<file path="src/rtl/bsel_pkg.sv">
// Shared definitions for the ALU operand-B select stage: opcode constants
// and the operand-source encoding produced by the opcode decoder.
package bsel_pkg;

  localparam int unsigned OPLEN = 7;

  localparam logic [6:0] OP_RTYPE  = 7'b0110011;
  localparam logic [6:0] OP_ITYPE  = 7'b0010011;
  localparam logic [6:0] OP_LOAD   = 7'b0000011;
  localparam logic [6:0] OP_STORE  = 7'b0100011;
  localparam logic [6:0] OP_BRANCH = 7'b1100011;
  localparam logic [6:0] OP_JAL    = 7'b1101111;
  localparam logic [6:0] OP_JALR   = 7'b1100111;
  localparam logic [6:0] OP_LUI    = 7'b0110111;
  localparam logic [6:0] OP_AUIPC  = 7'b0010111;

  // Where operand B comes from for a given opcode.
  typedef enum logic [1:0] {
    SRC_RS2  = 2'd0,
    SRC_IMM  = 2'd1,
    SRC_ZERO = 2'd2
  } bsrc_e;

endpackage : bsel_pkg

</file>
<file path="src/rtl/bsel_op_decode.sv">
// Combinational opcode decoder: maps the 7-bit major opcode to an operand-B
// source and flags anything that is not a recognised opcode (including X/Z).
module bsel_op_decode
  import bsel_pkg::*;
(
  input  logic [6:0] op_i,
  output bsrc_e      src_o,
  output logic       illegal_o
);

  // Decode opcode into operand source; unknown encodings select zero and flag illegal.
  always_comb begin
    src_o     = SRC_ZERO;
    illegal_o = 1'b0;
    unique case (op_i)
      OP_RTYPE,
      OP_BRANCH: begin
        src_o     = SRC_RS2;
        illegal_o = 1'b0;
      end
      OP_ITYPE,
      OP_LOAD,
      OP_STORE,
      OP_JALR,
      OP_JAL,
      OP_LUI,
      OP_AUIPC: begin
        src_o     = SRC_IMM;
        illegal_o = 1'b0;
      end
      default: begin
        src_o     = SRC_ZERO;
        illegal_o = 1'b1;
      end
    endcase
  end

endmodule : bsel_op_decode

</file>
<file path="src/rtl/b_sel.sv">
// ALU operand-B select stage. Chooses rs2, the immediate or zero according to
// the opcode and registers the result, the select decision and an illegal flag
// for the execute stage. One cycle of latency, no handshake.
module b_sel
  import bsel_pkg::*;
#(
  parameter int unsigned W     = 32,
  parameter int unsigned OPLEN = 7
) (
  input  logic             clk,
  input  logic             rst,
  input  logic [W-1:0]     rs2,
  input  logic [OPLEN-1:0] op,
  input  logic [W-1:0]     imm_out,
  output logic [W-1:0]     rs2_out,
  output logic             sel_imm,
  output logic             op_illegal
);

  bsrc_e        src_s;
  logic         illegal_s;
  logic [W-1:0] b_d;
  logic         sel_imm_d;
  logic [W-1:0] b_q;
  logic         sel_imm_q;
  logic         illegal_q;

  bsel_op_decode u_dec (
    .op_i      (op),
    .src_o     (src_s),
    .illegal_o (illegal_s)
  );

  // Three-way operand mux; the zero leg is taken for illegal opcodes.
  always_comb begin
    b_d       = {W{1'b0}};
    sel_imm_d = 1'b0;
    case (src_s)
      SRC_RS2: begin
        b_d       = rs2;
        sel_imm_d = 1'b0;
      end
      SRC_IMM: begin
        b_d       = imm_out;
        sel_imm_d = 1'b1;
      end
      default: begin
        b_d       = {W{1'b0}};
        sel_imm_d = 1'b0;
      end
    endcase
  end

  // Output register; reset clears everything immediately, discarding any in-flight value.
  always_ff @(posedge clk or posedge rst) begin
    if (rst) begin
      b_q       <= {W{1'b0}};
      sel_imm_q <= 1'b0;
      illegal_q <= 1'b0;
    end else begin
      b_q       <= b_d;
      sel_imm_q <= sel_imm_d;
      illegal_q <= illegal_s;
    end
  end

  assign rs2_out    = b_q;
  assign sel_imm    = sel_imm_q;
  assign op_illegal = illegal_q;

endmodule : b_sel

</file>
<file path="config.mk">
export PLATFORM = sky130hd
export DESIGN_NAME = b_sel
export DESIGN_NICKNAME = d
export VERILOG_FILES = /design/src/rtl/bsel_pkg.sv /design/src/rtl/bsel_op_decode.sv /design/src/rtl/b_sel.sv
export SDC_FILE = /design/constraint.sdc
export NUM_CORES = 1
export LEC_CHECK = 0
export BUFFER_PORTS_ARGS = -buffer_cell sky130_fd_sc_hd__clkbuf_2
export CORE_ASPECT_RATIO = 0.7
export CORE_MARGIN = 5
export CORE_UTILIZATION = 35
export DETAILED_ROUTE_END_ITERATION = 8
export HOLD_SLACK_MARGIN = 0.03
export PLACE_DENSITY = 0.74
export SYNTH_ARGS = -nofsm -noshare
export SYNTH_HDL_FRONTEND = slang
export SYNTH_SLANG_ARGS = --single-unit
</file>
<file path="constraint.sdc">
create_clock -name clk -period 1 [get_ports clk]
set_input_delay 0.3 -clock clk [delete_from_list [all_inputs] [get_ports clk]]
set_output_delay 0.3 -clock clk [all_outputs]
set_load 0.005 [all_outputs]
</file>
### Word level (Yosys, flattened, before mapping)

Cells that the tools add are included.

| operators by class | value |
|---|---|
| order comparisons | 0 |
| add/sub/neg operators | 0 |
| shift-type cells | 0 |
| $mul | 0 |
| equal/unequal tests | 10 |
| multiplexer cells | 4 |
| reduce and logical (&&, ||, !) cells | 4 |
| div/mod/pow operators | 0 |
| bitwise gates (word level) | 0 |

Operator list:

| kind | count |
|---|---|
| $pmux 32 s2 | 1 |
| $eq 7x6->1 const B | 3 |
| $eq 7x7->1 const B | 3 |
| $eq 7x5->1 const B | 2 |
| $reduce_or 9->1 | 1 |
| $eq 7x2->1 const B | 1 |
| $reduce_or 7->1 | 1 |
| $pmux 2 s2 | 1 |
| $eq 2x1->1 const B | 1 |
| $logic_not 2->1 | 1 |
| $mux 1 | 2 |
| $reduce_or 2->1 | 1 |

| word-level totals | value |
|---|---|
| memory bits (read-only) | 0 |
| register bits | 34 |
| memories | 0 |
| latch bits | 0 |
| output and inout port bits | 34 |
| bits in writable memories | 0 |

### Depth between registers and ports, before layout

Gate-level depths: netlist of the first run.

| depth | value |
|---|---|
| word-level depth | 5 |
| mapped depth | 5 |
| gate-level depth less buffers | 3 |

### Modules after synthesis

From an unflattened synthesis of the first run, not the netlist that was laid out.

| second synthesis, totals | value |
|---|---|
| cell total of the unflattened synthesis | 119 |
| area, all modules | 1468.9 µm² |

By module, submodules not included:

| module | times used | cells an instance | area an instance (µm²) |
|---|---|---|---|
| b_sel | 1 | 108 | 1396.3 |
| bsel_op_decode | 1 | 11 | 72.6 |

### Least setup slack after synthesis of the first run

No wires, ideal clock.

| timing | value |
|---|---|
| path kind | input-to-reg |
| start point | input op[6] |
| end point | register b_q[4], in the netlist rs2_out[4] |
| path slack | -382 ps |
| cell stages on the path | 5 |
| setup time | 81 ps |
| data arrival time | 1301 ps |
| cells stage by stage | xnor2_1 -> or4b_1 -> buf_6 -> buf_8 -> o22ai_2 |

| between the ends | value |
|---|---|
| word-level cells in the longest chain between the ends | 5 |

Ends and longest elaborated chain:

| what | line | source |
|---|---|---|
| start, declared | b_sel.sv:13 | `input logic [OPLEN-1:0] op,` |
| $eq 7x5->1 (tied with other cells) | bsel_op_decode.sv:15 | `unique case (op_i)` |
| $reduce_or 7->1 / $reduce_or 2->1 (equally long branches) | n/a |  |
| $pmux 2 s2 (*) | bsel_op_decode.sv:15 |  |
| $eq 2x1->1 / $logic_not 2->1 (equally long branches) | b_sel.sv:38 | `case (src_s)` |
| $pmux 32 s2 (*) | b_sel.sv:38 |  |
| net b_d[4] | b_sel.sv:22 | `logic [W-1:0] b_d;` |
| end signal, assigned | b_sel.sv:57 | `b_q <= {W{1'b0}};` |
| end, declared | b_sel.sv:24 | `logic [W-1:0] b_q;` |

The timed path passes the listed nets; every way through them passes the cells marked *.

### Worst setup path in the final report of the first run

| timing | value |
|---|---|
| start point | input op[6] |
| end point | register illegal_q, in the netlist op_illegal |

| between the ends | value |
|---|---|
| word-level cells in the longest chain between the ends | 3 |

Ends and longest elaborated chain:

| what | line | source |
|---|---|---|
| $eq 7x6->1 (tied with other cells) | bsel_op_decode.sv:15 |  |
| $reduce_or 9->1 (no line) (*) | n/a |  |
| $mux 1 (*) | bsel_op_decode.sv:15 |  |
| net illegal_s | b_sel.sv:21 | `logic illegal_s;` |
| end signal, assigned | b_sel.sv:63 | `illegal_q <= illegal_s;` |
| end, declared | b_sel.sv:26 | `logic illegal_q;` |

Marks and branches as above.

==> results of run 1 <==
-- logic make-up (layout without fill, tap and decap cells) --
family,count (synthesis),count (layout)
simple gates,72,72
flops,34,34
xor+xnor,1,1
buf+inv,15,124
compound gates,34,34
-- final cells by class --
type / count / share of cell area
tap: 57 / 0.02913
multi-input combinational: 107 / 0.3010
timing repair buffer: 117 / 0.2856
clock buffer: 6 / 0.03373
sequential: 34 / 0.3475
inverter: 1 / 0.003066
-- registers in the layout, summed over array words and instances, names as in the netlist --
register	cells
rs2_out	32
sel_imm	1
op_illegal	1
-- path summary, 6_finish.rpt --
check / start / to / slack [ns] / cells past startpoint
min in group clk: imm_out[31] / rs2_out[31] / 0.26 / 3
max in group asynchronous: rst / rs2_out[23] / 0.69 / 3
min: rst / rs2_out[13] / 0.04 / 3
max: op[6] / op_illegal / -0.23 / 5
-- metrics by stage --
stage,instance area (um2),total power [uW],std cells,setup slack (ns)
floorplan,1679,1696,156,-0.3816
global placement,2311,1942,316,-0.6632
detailed placement,2311,1954,316,-0.6914
CTS,2431,2970,322,-0.2070
global route,2449,3081,322,-0.2332
finish,2449,2913,322,-0.2289
-- power breakdown --
group	internal, uW	total (uW)	switching (uW)
Combinational	265	524	259
Clock	530	972	441
Sequential	1410	1420	9.20
-- repair_timing --
item / CTS / global route
gates resized for setup: 9 / 4
endpoints found under the hold margin: 0 / 0
setup endpoints to repair: 68 / 68
pin swaps: 0 / 0
-- metal layers --
layer	global-route usage	part of all wire	up-vias
li1	-	-	745
met1	0.1847	0.45	711
met2	0.2439	0.47	55
met3	0.05568	0.080	2
met4	0.04444	0.0060	0
met5	0	0	-
-- Yosys cell counts (all sizes together) --
| cell type | number |
|---|---|
| and4b | 1 |
| nor2 | 2 |
| nand3b | 1 |
| buf | 7 |
| xnor2 | 1 |
| and2 | 1 |
| a31oi | 1 |
| or4b | 1 |
| inv | 1 |
| a21o | 1 |
| o22ai | 32 |
| dfrtp | 34 |
| clkbuf | 7 |
| nand2b | 1 |
| nand2 | 65 |
==> flow_summary_export.csv, run 1 <==
group,metric,value,unit
run_status,status,"complete, but fails checks",
run_status,failed_checks,"setup timing",
cts,clkSinkCount,34,
finish,insertedDiodeCount,0,
sta,final.setup.tns,-7.620,ns
logic_synthesis,synth_cells,156,
sta,worst_slew_pin_slew,0.2791,ns
power_and_ir_drop,power_density,1190,nW/um2
logic_synthesis,synth_area_leaders,"dfrtp_1 (51%), o22ai_2 (23%), nand2_1 (15%), buf_8 (2.7%), clkbuf_1 (1.6%)",
place,gp_congestion,0.7201,
logic_synthesis,synth_compound_area_frac,0.2457,
worst_setup_path,worst-endpoint-arrival,1.39,ns
logic_synthesis,yosys.area.top_type_share,0.5124,
route,drtAntennaViolNets,0,
die,die_area,6243,um2
grt,antenna_found_initial,0,
logic_synthesis,synth_adder_area_share,0,
route,via_per_inst,4.699,
cts,cts_tree,"built",
grt,grt_pass1_vias,1604,
worst_setup_path,worstSetupEndpointType,"register",
worst_setup_path,critPathMaxFanout,13,
min_path,hold_path.class,"in -> async",
die,io_pins,107,
cts,post-cts-setup-buffer-count,0,
route,drcViolationCount,0,
finish,most-common-layout-cells,"clkbuf_2 (103), nand2_1 (65), dfrtp_1 (34)",
worst_setup_path,worst_path_largest_cell_delay,0.52,ns
sta,relSlewSlack,0.8140,
sta,layout_worst_path_cycle_share,1.229,
route,dr.pass1.iters,4,
logic_synthesis,synth_top_family_by_area,"compound AO/OA/AOI/OAI gates",
logic_synthesis,ys_warn_count,0,
die,die_x,92.32,um
sta,fin_ws,-0.2289,ns
sta,clock.fmax,0.8138,GHz
worst_setup_path,crit_buf_inv,2,
cts,clk_path_buf_depth,2,
logic_synthesis,synth_largest_area_cell,"dfrtp_1",
logic_synthesis,ys_seq_elements,34,
logic_synthesis,postSynthAreaPerCell,10.64,um2
logic_synthesis,syn_area,1660,um2
finish,mostFrequentLayoutCell,"clkbuf_2",
grt,grt_max_degree,38,
logic_synthesis,synthSimpleGateAreaFrac,0.1756,
route,wirelength,4312,um
die,initial_core_util,0.3550,
finish,n_fill_cell,431,
grt,grt-ovfl-total,0,
sta,whs,0.04441,ns
cts,h-tree-depth,2,
sta,rsz0062_at_grt,"true",
power_and_ir_drop,power_leakage,0.001207,uW
route,drt_iter0_markers,57,
logic_synthesis,synthXorXnorAreaFrac,0.005275,
logic_synthesis,muxShareOfSynthArea,0,
finish,final_net_count,339,
worst_setup_path,crit_type,"in -> reg",
worst_setup_path,slowest_stage,"or4b_4",
cts,cts.clk_slew.worst_paths,0.06,ns
route,routedWlPerCell,13.39,um
die,num_rows,21,
finish,register_area,850.8,um2
sta,finalHoldViolCount,0,
grt,grt_util_all_layers,0.1487,
worst_setup_path,crit_chain,"clkbuf_2 -> xnor2_1 -> or4b_4 -> buf_8 -> a21o_1",
sta,min_period,1.229,ns
die,die_h,67.63,um
finish,area_growth,47.48,%
route,vias,1513,
worst_setup_path,critPathLaunchType,"input pin",
sta,slew_viol_final,0,
die,core,4677,um2
logic_synthesis,syn_nets,229,
worst_setup_path,worst-endpoint-required,1.16,ns
job,cap_violations,0,
place,dp_hpwl,3438,um
worst_setup_path,cp_top_family,"simple AND/OR/NAND/NOR gates",
finish,multi_input_comb_area,737.0,um2
cts,cts_root_buffer,"clkbuf_8",
logic_synthesis,seq_area_frac_synth,0.5124,
place,io_buffers,106,
grt,grt_pass1_wl,7348,um
finish,drive_gt1_frac,0.6000,
cts,cts_buffers,5,
cts,cts_hold_buffers,0,
finish,final_core_util,0.5235,
logic_synthesis,ys_types,18,
power_and_ir_drop,peakVddDrop,512.1,uV
sta,setup_viol,68,
(Power assumes the default switching activity.)
==> run 2, diff against run 1 <==
--- a/config.mk
+++ b/config.mk
@@ -9,9 +9,12 @@
 export CORE_ASPECT_RATIO = 0.7
 export CORE_MARGIN = 5
 export CORE_UTILIZATION = 35
+export CTS_BUF_LIST = sky130_fd_sc_hd__clkbuf_2
+export CTS_CLUSTER_DIAMETER = 200
 export DETAILED_ROUTE_END_ITERATION = 8
 export HOLD_SLACK_MARGIN = 0.03
 export PLACE_DENSITY = 0.74
 export SYNTH_ARGS = -nofsm -noshare
 export SYNTH_HDL_FRONTEND = slang
 export SYNTH_SLANG_ARGS = --single-unit
+export TNS_END_PERCENT = 50
==> flow_summary_export.csv, run 2 (synthesized netlist as in run 1, its figures left out) <==
group,metric,value,unit
run_status,status,"complete, but fails checks",
run_status,failed_checks,"setup timing",
die,die_area,6243,um2
worst_setup_path,worst_path_largest_cell_delay,0.53,ns
finish,insertedDiodeCount,0,
power_and_ir_drop,peakVddDrop,360.4,uV
place,io_buffers,106,
cts,cts_root_buffer,"clkbuf_2",
grt,grt_pass1_wl,6989,um
grt,grt-ovfl-total,0,
worst_setup_path,crit_chain,"clkbuf_2 -> xnor2_1 -> or4b_4 -> buf_12 -> a21o_1",
grt,antenna_found_initial,0,
power_and_ir_drop,power_leakage,0.001209,uW
sta,rsz0062_at_grt,"true",
power_and_ir_drop,power_density,1033,nW/um2
route,drtAntennaViolNets,0,
min_path,min_from,"imm_out[11]",
grt,global_route.usage.met3,0.03898,
route,wirelength,4330,um
finish,drive_gt1_frac,0.5948,
worst_setup_path,crit_type,"in -> reg",
sta,clock.fmax,0.8416,GHz
place,gp_congestion,0.7388,
cts,cts_buffers,5,
finish,most-common-layout-cells,"clkbuf_2 (111), nand2_1 (65), dfrtp_1 (34)",
cts,h-tree-depth,2,
worst_setup_path,worstSetupEndpointType,"register",
sta,fin_ws,-0.1882,ns
worst_setup_path,critPathLaunchType,"input pin",
finish,final_net_count,343,
power_and_ir_drop,p_total,2502,uW
sta,slew_viol_final,0,
cts,clk_path_buf_depth,2,
worst_setup_path,worst-endpoint-required,1.25,ns
die,io_pins,107,
sta,layout_worst_path_cycle_share,1.188,
cts,post-cts-setup-buffer-count,0,
worst_setup_path,cp_top_family,"simple AND/OR/NAND/NOR gates",
grt,grt_pass1_vias,1585,
grt,grt.met2_usage,0.2529,
worst_setup_path,slowest_stage,"or4b_4",
route,vias,1517,
sta,finalHoldViolCount,0,
worst_setup_path,critPathMaxFanout,18,
finish,largest_register_ffs,32,
worst_setup_path,crit_buf_inv,2,
grt,gr-max-usage-layer,"met2",
die,die_x,92.32,um
sta,final.setup.tns,-8.233,ns
die,num_rows,21,
job,cap_violations,0,
sta,worst_slew_pin_slew,0.2168,ns
route,drcViolationCount,0,
sta,setup_viol,67,
cts,cts.clk_slew.worst_paths,0.16,ns
worst_setup_path,startpoint,"op[4]",
finish,mostFrequentLayoutCell,"clkbuf_2",
sta,relSlewSlack,0.8557,
cts,clkSinkCount,34,
worst_setup_path,worst-endpoint-arrival,1.44,ns
route,dr.pass1.iters,4,
min_path,hold_path.class,"in -> reg",
die,die_h,67.63,um
sta,min_period,1.188,ns
die,initial_core_util,0.3550,
place,dp_hpwl,3361,um
die,core,4677,um2
finish,area_growth,45.89,%
finish,final_core_util,0.5179,
route,via_per_inst,4.653,
route,drt_iter0_markers,46,
grt,grt_util_all_layers,0.1404,
route,routedWlPerCell,13.28,um
sta,whs,0.1856,ns
cts,cts_tree,"built",
grt,grt_max_degree,35,
grt,grt_util_met1,0.1666,
run 2: cell count changes in the layout (fill, tap and decap cells not counted), moves of 2 or more:
| cell | delta |
|---|---|
| buf_12 | +2 |
| buf_4 | +3 |
| buf_6 | -3 |
| clkbuf_2 | +8 |
| clkbuf_8 | -6 |
| o22ai_1 | -2 |
| o22ai_2 | +2 |
run 2: per-layer routing:
layer | up-vias | routed length [um]
li1 | 754 | -
met1 | 708 | 1863
met2 | 53 | 2191
met3 | 2 | 247
met4 | 0 | 27
met5 | - | 0
run 2: final timing paths:
kind                                to  slack (ns)  cells after the start
max                         op_illegal       -0.19                      5
max in group asynchronous  rs2_out[16]        0.30                      4
min in group asynchronous   rs2_out[0]        0.52                      4
min                        rs2_out[11]        0.19                      3
run 2: power by group:
group | internal [uW] | switching [uW] | total, uW | leakage (uW)
Sequential | 1410 | 9.26 | 1420 | 0.000466
Clock | 140 | 414 | 554 | 0.0000223
Combinational | 273 | 259 | 532 | 0.000721
Total | 1820 | 682 | 2500 | 0.00121
run 2: what timing repair did:
action                                  CTS  global route
pin swaps                                 1            24
gates resized for setup                   4             2
hold buffers                              1             0
endpoints found under the setup margin   67            67
hold endpoints to repair                 34             0
run 2: cell type report:
cell class                      count  area [um2]
Clock buffer                        5       25.02
Clock inverter                      1       3.754
Fill cell                         468        2255
Inverter                            1       3.754
Multi-Input combinational cell    107       734.5
Sequential cell                    34       850.8
Tap cell                           57       71.32
Timing Repair Buffer              121       733.2
run 2: stage by stage:
| stage | worst slack, ns | instances | area [um2] |
|---|---|---|---|
| after floorplan | -0.3816 | 156 | 1675 |
| after global placement | -0.6825 | 319 | 2355 |
| after detailed placement | -0.7149 | 319 | 2355 |
| after CTS | -0.1919 | 326 | 2410 |
| after global routing | -0.2465 | 326 | 2422 |
| final | -0.1882 | 326 | 2422 |
==> run 3, diff against run 2 <==
--- a/config.mk
+++ b/config.mk
@@ -14,6 +14,7 @@
 export DETAILED_ROUTE_END_ITERATION = 8
 export HOLD_SLACK_MARGIN = 0.03
 export PLACE_DENSITY = 0.74
+export SETUP_SLACK_MARGIN = 0.1
 export SYNTH_ARGS = -nofsm -noshare
 export SYNTH_HDL_FRONTEND = slang
 export SYNTH_SLANG_ARGS = --single-unit
==> flow_summary_export.csv, run 3 (synthesized netlist as in run 1, its figures left out) <==
group,metric,value,unit
route,dr.pass1.iters,4,
sta,rsz0062_at_grt,"true",
sta,worst_slew_pin_slew,0.2169,ns
finish,final_area,2441,um2
sta,final.setup.tns,-8.203,ns
cts,clk_path_buf_depth,2,
worst_setup_path,worst_path_largest_cell_delay,0.53,ns
min_path,hold_path.class,"in -> reg",
grt,grt_pass1_wl,7017,um
route,routedWlPerCell,13.31,um
worst_setup_path,worstSetupEndpointType,"register",
die,num_rows,21,
grt,grt_util_all_layers,0.1409,
run_status,status,"complete, but fails checks",
sta,clock.fmax,0.8441,GHz
route,wl_met2,2204,um
sta,layout_worst_path_cycle_share,1.185,
die,die_h,67.63,um
sta,relSlewSlack,0.8556,
grt,grt-ovfl-total,0,
worst_setup_path,slowest_stage,"or4b_4",
route,drcViolationCount,0,
die,core,4677,um2
job,cap_violations,0,
grt,antenna_found_initial,0,
power_and_ir_drop,power_density,1028,nW/um2
run_status,failed_checks,"setup timing",
cts,clkSinkCount,34,
route,drt_iter0_markers,41,
die,die_area,6243,um2
finish,largest_register_ffs,32,
power_and_ir_drop,power_leakage,0.001217,uW
worst_setup_path,crit_type,"in -> reg",
die,io_pins,107,
grt,grt_pass1_vias,1585,
cts,cts_tree,"built",
route,m1WireLength,1885,um
power_and_ir_drop,peakVddDrop,360.4,uV
die,die_x,92.32,um
worst_setup_path,cp_top_family,"simple AND/OR/NAND/NOR gates",
finish,final_net_count,343,
sta,slew_viol_final,0,
worst_setup_path,crit_chain,"clkbuf_2 -> xnor2_1 -> or4b_4 -> buf_12 -> a21o_1",
sta,whs,0.1855,ns
finish,drive_gt1_frac,0.6022,
worst_setup_path,worst-endpoint-arrival,1.43,ns
route,drtAntennaViolNets,0,
finish,most-common-layout-cells,"clkbuf_2 (111), nand2_1 (65), dfrtp_1 (34)",
die,initial_core_util,0.3550,
place,gp_congestion,0.7388,
route,wirelength,4339,um
sta,setup_viol,67,
route,met3_length,222,um
finish,n_fill_cell,466,
route,via_per_inst,4.641,
finish,insertedDiodeCount,0,
worst_setup_path,worst-endpoint-required,1.25,ns
place,io_buffers,106,
cts,cts.clk_slew.worst_paths,0.16,ns
route,vias,1513,
grt,grt_max_degree,35,
worst_setup_path,crit_buf_inv,2,
sta,min_period,1.185,ns
route,highest_layer,"met4",
finish,area_growth,47.02,%
worst_setup_path,critPathMaxFanout,18,
cts,cts_buffers,5,
cts,h-tree-depth,2,
cts,cts_root_buffer,"clkbuf_2",
sta,fin_ws,-0.1847,ns
finish,mostFrequentLayoutCell,"clkbuf_2",
sta,finalHoldViolCount,0,
worst_setup_path,critPathLaunchType,"input pin",
place,place_area,2355,um2
place,dp_hpwl,3361,um
==> run 3: cell types whose count changed in the layout (fill, tap and decap cells not counted) <==
| cell | delta |
|---|---|
| nor2_4 | +1 |
| nor2_1 | -1 |
| nand2b_1 | -1 |
| buf_4 | -1 |
| nand2b_4 | +1 |
| buf_6 | +1 |
==> run 3: through the flow <==
stage	setup slack (ns)	std cells	total power, uW	util
5_1_grt	-0.2465	326	2669	0.5219
2_1_floorplan	-0.3816	156	1695	-
6_report	-0.1847	326	2511	0.5219
3_3_place_gp	-0.6825	319	1959	0.5035
3_5_place_dp	-0.7149	319	1967	0.5035
4_1_cts	-0.1919	326	2547	0.5177
==> run 3: power by group <==
group          switching [uW]  total (uW)  internal [uW]
sequential               9.24        1420           1410
clock                     414         554            140
combinational             263         541            277
total                     686        2510           1820
==> run 3: metal layers <==
layer  vias to the layer above  GRT usage
met4                         0    0.03889
met3                         2    0.03898
met2                        52     0.2529
li1                        753          -
met1                       706     0.1679
met5                         -          0
==> run 3: worst paths after layout <==
check,depth (start not counted),slack (ns),endpoint,startpoint
max,5,-0.18,op_illegal,op[4]
min,3,0.19,rs2_out[11],imm_out[11]
max in group asynchronous,4,0.29,rs2_out[24],rst
min in group asynchronous,4,0.52,rs2_out[0],rst
==> run 3: cell type report <==
type | instances | area, um2 | area share
multi-input cells | 107 | 749.5 | 0.3070
well taps | 57 | 71.32 | 0.02922
clock buffers | 5 | 25.02 | 0.01025
clock inverters | 1 | 3.754 | 0.001538
flip-flops and latches | 34 | 850.8 | 0.3485
inverters | 1 | 3.754 | 0.001538
repair buffers | 121 | 737.0 | 0.3019
==> run 3: what timing repair did <==
item	4_1_cts	5_1_grt
pin swaps	3	27
setup endpoints to repair	68	68
hold buffers	1	0
buffers inserted	0	0
hold endpoints to repair	34	0
resized for setup	7	3
